===== src/rtl/shift_reg_pkg.sv =====
// Shared types for the universal shift register: operating modes and counter FSM states.
package shift_reg_pkg;

    typedef enum logic [1:0] {
        MODE_HOLD = 2'b00,
        MODE_SHR  = 2'b01,
        MODE_SHL  = 2'b10,
        MODE_LOAD = 2'b11
    } mode_t;

    typedef enum logic {
        IDLE   = 1'b0,
        ACTIVE = 1'b1
    } state_t;

endpackage


===== src/rtl/shift_cnt.sv =====
// Loadable saturating down-counter with a one-cycle pulse on the 1->0 crossing.
// State advances on the falling edge of clk, matching the data path it tracks.
import shift_reg_pkg::*;

module shift_cnt #(
    parameter int CNT_W = 3
) (
    input  logic             clk,
    input  logic             rst,
    input  logic             load_i,
    input  logic             shift_i,
    input  logic [CNT_W-1:0] load_val_i,
    output logic [CNT_W-1:0] remain_o,
    output logic             done_o,
    output state_t           state_o
);

    state_t           state_q;
    logic [CNT_W-1:0] cnt_q;
    logic             done_q;

    always_ff @(negedge clk) begin
        if (rst) begin
            state_q <= IDLE;
            cnt_q   <= '0;
            done_q  <= 1'b0;
        end else begin
            done_q <= 1'b0;
            case (state_q)
                IDLE: begin
                    // Shifts in IDLE leave the count saturated at zero.
                    if (load_i) begin
                        cnt_q   <= load_val_i;
                        state_q <= ACTIVE;
                    end
                end
                ACTIVE: begin
                    if (load_i) begin
                        cnt_q <= load_val_i;
                    end else if (shift_i) begin
                        cnt_q <= cnt_q - 1'b1;
                        if (cnt_q == CNT_W'(1)) begin
                            done_q  <= 1'b1;
                            state_q <= IDLE;
                        end
                    end
                end
                default: state_q <= IDLE;
            endcase
        end
    end

    assign remain_o = cnt_q;
    assign done_o   = done_q;
    assign state_o  = state_q;

endmodule


===== src/rtl/shift_reg_univ.sv =====
// Universal shift register: hold / shift right / shift left / parallel load with a per-load shift counter.
// Optional rotate input enabled by defining SHIFT_REG_UNIV_ROTATE_EN.
import shift_reg_pkg::*;

module shift_reg_univ #(
    parameter int WIDTH = 4,
    parameter int CNT_W = $clog2(WIDTH + 1)
) (
    input  logic             clk,
    input  logic             rst,
    input  logic [1:0]       mode,
    input  logic             sin_r,
    input  logic             sin_l,
`ifdef SHIFT_REG_UNIV_ROTATE_EN
    input  logic             rot,
`endif
    input  logic [WIDTH-1:0] pin,
    output logic [WIDTH-1:0] pout,
    output logic             sout,
    output logic [CNT_W-1:0] remain,
    output logic             done,
    output state_t           state_dbg
);

    logic [WIDTH-1:0] pout_q, pout_d;
    logic             sout_q, sout_d;
    logic             fill_r, fill_l;
    logic             load, shift;

`ifdef SHIFT_REG_UNIV_ROTATE_EN
    assign fill_r = rot ? pout_q[0]       : sin_r;
    assign fill_l = rot ? pout_q[WIDTH-1] : sin_l;
`else
    assign fill_r = sin_r;
    assign fill_l = sin_l;
`endif

    assign load  = (mode_t'(mode) == MODE_LOAD);
    assign shift = (mode_t'(mode) == MODE_SHR) || (mode_t'(mode) == MODE_SHL);

    always_comb begin
        pout_d = pout_q;
        sout_d = sout_q;
        case (mode_t'(mode))
            MODE_SHR: begin
                pout_d = {fill_r, pout_q[WIDTH-1:1]};
                sout_d = pout_q[0];
            end
            MODE_SHL: begin
                pout_d = {pout_q[WIDTH-2:0], fill_l};
                sout_d = pout_q[WIDTH-1];
            end
            MODE_LOAD: pout_d = pin;
            default: ;
        endcase
    end

    always_ff @(negedge clk) begin
        if (rst) begin
            pout_q <= '0;
            sout_q <= 1'b0;
        end else begin
            pout_q <= pout_d;
            sout_q <= sout_d;
        end
    end

    shift_cnt #(.CNT_W(CNT_W)) u_cnt (
        .clk        (clk),
        .rst        (rst),
        .load_i     (load),
        .shift_i    (shift),
        .load_val_i (CNT_W'(WIDTH)),
        .remain_o   (remain),
        .done_o     (done),
        .state_o    (state_dbg)
    );

    assign pout = pout_q;
    assign sout = sout_q;

endmodule


===== config.mk =====
export PLATFORM = sky130hd
export DESIGN_NAME = shift_reg_univ
export DESIGN_NICKNAME = d
export VERILOG_FILES = /design/src/rtl/shift_reg_pkg.sv /design/src/rtl/shift_cnt.sv /design/src/rtl/shift_reg_univ.sv
export SDC_FILE = /design/constraint.sdc
export NUM_CORES = 1
export LEC_CHECK = 0
export ABC_AREA = 0
export CAP_MARGIN = 20
export CORE_MARGIN = 1.5
export CORE_UTILIZATION = 33
export CTS_CLUSTER_SIZE = 25
export DETAILED_ROUTE_END_ITERATION = 16
export GPL_TIMING_DRIVEN = 0
export PLACE_DENSITY = 0.63
export SYNTH_ARGS = -nofsm -noshare
export SYNTH_HDL_FRONTEND = slang
export SYNTH_SLANG_ARGS = --single-unit

===== constraint.sdc =====
create_clock -name clk -period 1.6 [get_ports clk]
set_clock_uncertainty 0.05 [all_clocks]
set_input_delay 0.16 -clock clk [delete_from_list [all_inputs] [get_ports clk]]
set_output_delay 0.16 -clock clk [all_outputs]
set_load 0.05 [all_outputs]

==> results.cfg, run 1 <==
[pwr]
seqPwrFrac_pct = 31.5
p_int_mw = 0.562
power_density_mw_per_mm2 = 748
pwr-share-clk_pct = 29.9
switching_share_pct = 37.8
combPwrFrac_pct = 38.6
p_sw_mw = 0.342
max-vdd-ir-drop_uv = 485
p_leak_nw = 0.508

[placement]
gp_congestion = 0.781
portBuffers = 18
dpl.cell_count = 97
hpwlAfterDp_um = 946

[worst_setup_path]
path_depth = 1
worstPathMaxFanout = 2
cp-end-kind = output pin
critPathKind = register to output pin
r2r_cells = 7
cp-startpoint = pout[1]
reg2reg_from = u_cnt.remain_o[1]
startpoint_type = register
arrival_ns = 1.61
r2r-end = u_cnt.remain_o[1]
crit_buf_inv = 1
endpoint = pout[1]
crit_required_ns = 1.39
r2r_slack_ns = 0.17
cp_slowest_cell = dfxtp_4
crit_chain = buf_8
cp_top_family = flip-flops
max_stage_delay_ns = 0.34

[synthesis]
yosysWarnings = 0
syn_inst = 63
syn_nets = 78
synth-seq-cells = 10
avgSynthCellArea_sq_um = 9.04
ys_types = 24
syn_area_sq_um = 569
ys_seq_area_share_pct = 35.2

[status]
status = complete, but fails checks
failed_checks = design-rule violations, negative setup slack

[finish]
fin_cells = 120
syn2layout_area_growth_pct = 112
diodes = 0
final_common_cell = inv_1
layout_common_cells = inv_1, buf_8, buf_4, dfxtp_4, a221oi_2
finalNetCount = 121
finish.utilization_pct = 77.5
drive_gt1_share_pct = 55.8
fillers = 114

[hold_path]
hold_class = register to register

[drt]
met1Wirelength_um = 737
viasPerCell = 5.36
wl_met3_um = 104
drt_iter0_drc = 15
ant_nets = 0
routed-wl-met2_um = 779
routed_wl_um = 1640
first_pass_iters = 10
vias = 643
wl_per_cell_um = 13.7
drc = 3
top_layer_used = met4

[sta]
rsz0062_at_grt = true
drv_slew = 0
final-hold-violation-count = 0
setup_viol = 17
setup_ws_ns = -0.222
slew_headroom_pct = 61.2
tightestPinTransition_ns = 0.583
holdWs_ns = 0.468

[cts]
cts_sinks = 10
root_buffer = clkbuf_4
cts_tree = built
cts.path.max_buffers = 2
clock_latency_ns = 0.33
cts_buffers = 3
path_clk_slew_ns = 0.04
cts_hold_buf = 0
htreeDepth = 1

[die]
rows = 14
die_height_um = 44.5
coreArea_sq_mm = 0.00156
start_util_pct = 36.5
io_pins = 20
dieWidth_um = 44.5
design.die.area_sq_mm = 0.00198

[grt]
grt_overflow = 0
grt_util_all_layers_pct = 17.5
first_global_vias = 601
antenna_found_initial = 0
grt_max_degree = 11
grt_pass1_wl_um = 2580

[job]
cap_violations = 0
-- cells in the mapped netlist --
cell	instances	area (sq um)
dfxtp_1	10	200
inv_1	10	37.5
a221oi_1	8	70.1
ha_1	5	62.6
nand2_1	4	15.0
nor2_1	4	15.0
a211oi_1	3	22.5
buf_2	2	10.0
nand2b_1	2	12.5
a21oi_1	1	5.00
a31oi_1	1	6.26
buf_6	1	11.3
clkbuf_1	1	3.75
mux2i_1	1	10.0
nand3_1	1	5.00
nand3b_1	1	7.51
nand4b_1	1	8.76
nand4bb_1	1	11.3
nor2_4	1	11.3
nor3_1	1	5.00
nor4b_2	1	15.0
o21ai_0	1	5.00
o311a_1	1	10.0
or3b_1	1	8.76
-- worst min-delay path by stage --
stage	start	endpoint	cells after the start
after floorplan	pout[3]	pout[3]	2
after global placement	u_cnt.remain_o[2]	u_cnt.done_o	1
after detailed placement	u_cnt.remain_o[2]	u_cnt.done_o	1
after CTS	sout	sout	2
after global routing	sout	sout	2
final	sout	sout	2
-- cell type report --
cell class	count	area, sq um	area share [%]
clock inverter	10	37.5	3.11
buffer	4	50.0	4.14
clock buffer	3	22.5	1.86
inverter	9	51.3	4.24
multi-input combinational	39	449	37.2
timing repair buffer	29	350	29.0
tap	16	20.0	1.66
sequential	10	228	18.8
-- stage by stage --
stage                     setup WS (ns)  instance area [sq um]  power (mW)  setup TNS (ns)
after global placement           -0.950                    870       0.573          -14.19
final                            -0.222                   1210       0.904           -2.31
after floorplan                  -0.160                    669       0.494           -1.22
after global routing             -0.265                   1210       0.971           -2.74
after CTS                        -0.230                   1180       0.896           -2.35
after detailed placement         -0.976                    870       0.575          -14.33
-- worst reg2reg max path: stages, from the launching register on --
cell	delay (ns)
dfxtp_2	0.32
buf_4	0.12
buf_4	0.12
inv_1	0.07
ha_1	0.25
nor4b_4	0.27
a31oi_1	0.07
nor2_1	0.08
-- routing by layer --
metal	vias to the layer above	track usage, %
li1	312	-
met1	306	22.5
met2	23	27.2
met3	2	4.49
met4	0	7.88
met5	-	0
-- power groups by stage --
| stage | clock network (mW) | registers, mW | logic, mW |
|---|---|---|---|
| finish | 0.270 | 0.285 | 0.349 |
| global route | 0.320 | 0.287 | 0.365 |
| CTS | 0.278 | 0.285 | 0.334 |
| detailed placement | 0.0423 | 0.295 | 0.238 |
| global placement | 0.0423 | 0.294 | 0.237 |
| floorplan | 0.0423 | 0.355 | 0.0964 |
-- flip-flops by register name, indices dropped and copies added, names as in the netlist --
| name | cells |
|---|---|
| pout | 4 |
| sout | 1 |
| u_cnt.done_o | 1 |
| u_cnt.remain_o | 3 |
| u_cnt.state_o | 1 |
-- cell families (layout without fill, tap and decap cells) --
group | Yosys count | count (layout) | synth area share [%]
compound gates | 15 | 15 | 20.9
flops | 10 | 10 | 35.2
simple gates | 18 | 18 | 20.2
fa+ha+maj | 5 | 5 | 11.0
mux | 1 | 1 | 1.76
buf+inv | 14 | 55 | 11.0
-- what timing repair did --
action                                  4_1_cts  5_1_grt
setup buffers                                 9        1
cloned                                        1        0
pin swaps                                    10       12
endpoints found under the setup margin       20       17
resized for setup                           120        6
Power figures use the tool's default switching activity.
==> inputs of run 2 (changes only) <==
--- a/constraint.sdc
+++ b/constraint.sdc
@@ -4,2 +4,2 @@
 set_output_delay 0.16 -clock clk [all_outputs]
-set_load 0.05 [all_outputs]
+set_load 0.005 [all_outputs]
==> run 2 against run 1 <==
  * The flow still finishes with violations (design-rule violations, negative setup slack)
  * Utilization is 3.8 points lower
  * Routed wire length is 0.24% higher
  * Hold slack better by 0.048 ns
  * Flip-flop and latch count unchanged
  * First-iteration DRC count decreased by 13%
  * Critical path depth is the same
  * Power decreased by 8.0%
  * Via count grew 0.78%
  * Register-to-register slack improved by 0.04 ns
  * Die area did not move
  * Sequential share of layout area about the same
  * Critical path type unchanged
==> results.cfg, run 2 (synthesized netlist as in run 1, its figures left out) <==
[status]
status = complete, but fails checks
failed_checks = design-rule violations, negative setup slack

[worst_setup_path]
critPathKind = register to output pin
reg2reg_from = u_cnt.remain_o[0]
crit_chain = buf_2
max_stage_delay_ns = 0.32
cp_slowest_cell = dfxtp_2
crit_required_ns = 1.39
cp_top_family = flip-flops
path_depth = 1
crit_buf_inv = 1
worstPathMaxFanout = 2
cp-end-kind = output pin
r2r-end = u_cnt.remain_o[1]
arrival_ns = 1.58
r2r_slack_ns = 0.21
startpoint_type = register
r2r_cells = 6

[sta]
final-hold-violation-count = 0
rsz0062_at_grt = true
setup_viol = 17
setup_ws_ns = -0.186
drv_slew = 0
slew_headroom_pct = 65.6
tightestPinTransition_ns = 0.516

[grt]
grt_overflow = 0
grt_max_degree = 11
grt_util_all_layers_pct = 17.7
antenna_found_initial = 0
grt_pass1_wl_um = 2550
first_global_vias = 636

[finish]
drive_gt1_share_pct = 53.7
syn2layout_area_growth_pct = 102
fillers = 110
final_common_cell = inv_1
largest_reg_flops = 4
register_area_sq_um = 216
finalNetCount = 124
layout_common_cells = inv_1, buf_6, buf_4, dfxtp_2, clkdlybuf4s50_1
finish.utilization_pct = 73.8
multi_input_area_sq_um = 429
diodes = 0

[drt]
first_pass_iters = 10
routed_wl_um = 1650
drt_iter0_drc = 13
ant_nets = 0
wl_per_cell_um = 13.3
vias = 648
drc = 3
viasPerCell = 5.23

[die]
rows = 14
io_pins = 20
coreArea_sq_mm = 0.00156
design.die.area_sq_mm = 0.00198
die_height_um = 44.5
dieWidth_um = 44.5
start_util_pct = 36.5

[cts]
root_buffer = clkbuf_4
path_clk_slew_ns = 0.05
htreeDepth = 1
cts_buffers = 3
cts_tree = built
cts.path.max_buffers = 2
cts_sinks = 10
cts_hold_buf = 0
clock_latency_ns = 0.34

[hold_path]
min_from = u_cnt.remain_o[2]
hold_class = register to register
hold_end = u_cnt.done_o
min_path_cells = 2

[placement]
hpwlAfterDp_um = 965
portBuffers = 18
gp_congestion = 0.794
dp_slack_ns = -1.01

[pwr]
p_leak_nw = 0.506
power_density_mw_per_mm2 = 723
max-vdd-ir-drop_uv = 460

[job]
cap_violations = 0
run 2: layer usage:
layer	vias to the layer above	global-route usage, %	share of wire, %
met4	0	10.3	0.85
met5	-	0	0
met1	309	19.5	44
met2	20	27.2	50
li1	317	-	-
met3	2	8.57	4.7
run 2: worst max path at each step:
stage	start	end	slack, ns
2_1_floorplan	mode[0]	pout[1]	-0.14
3_3_place_gp	mode[0]	pout[0]	-1.0
5_1_grt	u_cnt.remain_o[2]	remain[2]	-0.22
4_1_cts	pout[3]	pout[3]	-0.20
3_5_place_dp	mode[0]	pout[0]	-1.01
6_report	pout[3]	pout[3]	-0.19
run 2: area by class of cell:
type / count / share of cell area (%)
Buffer: 4 / 3.59
Inverter: 9 / 4.79
Clock inverter: 11 / 3.70
Tap cell: 16 / 1.74
Timing Repair Buffer: 32 / 28.1
Sequential cell: 10 / 18.8
Multi-Input combinational cell: 39 / 37.3
Clock buffer: 3 / 1.96
run 2: report_power, final:
part	internal [mW]	switching, mW	leakage [nW]
Combinational	0.154	0.110	0.353
Clock	0.124	0.161	0.0671
Sequential	0.272	0.0114	0.0861
Total	0.550	0.282	0.506
run 2: what timing repair did:
item,in CTS,in global routing
pin swaps,7,7
buffers inserted,13,1
resized for setup,75,13
setup endpoints to repair,20,19
run 2: through the flow:
step	area (sq um)	power, mW	cells	hold WS [ns]	TNS [ns]
floorplan	673	0.432	63	0.437	-0.948
global placement	873	0.514	97	0.446	-11.87
detailed placement	873	0.515	97	0.456	-12.04
CTS	1070	0.818	123	0.513	-2.09
global route	1150	0.904	124	0.550	-2.58
finish	1150	0.832	124	0.516	-2.12
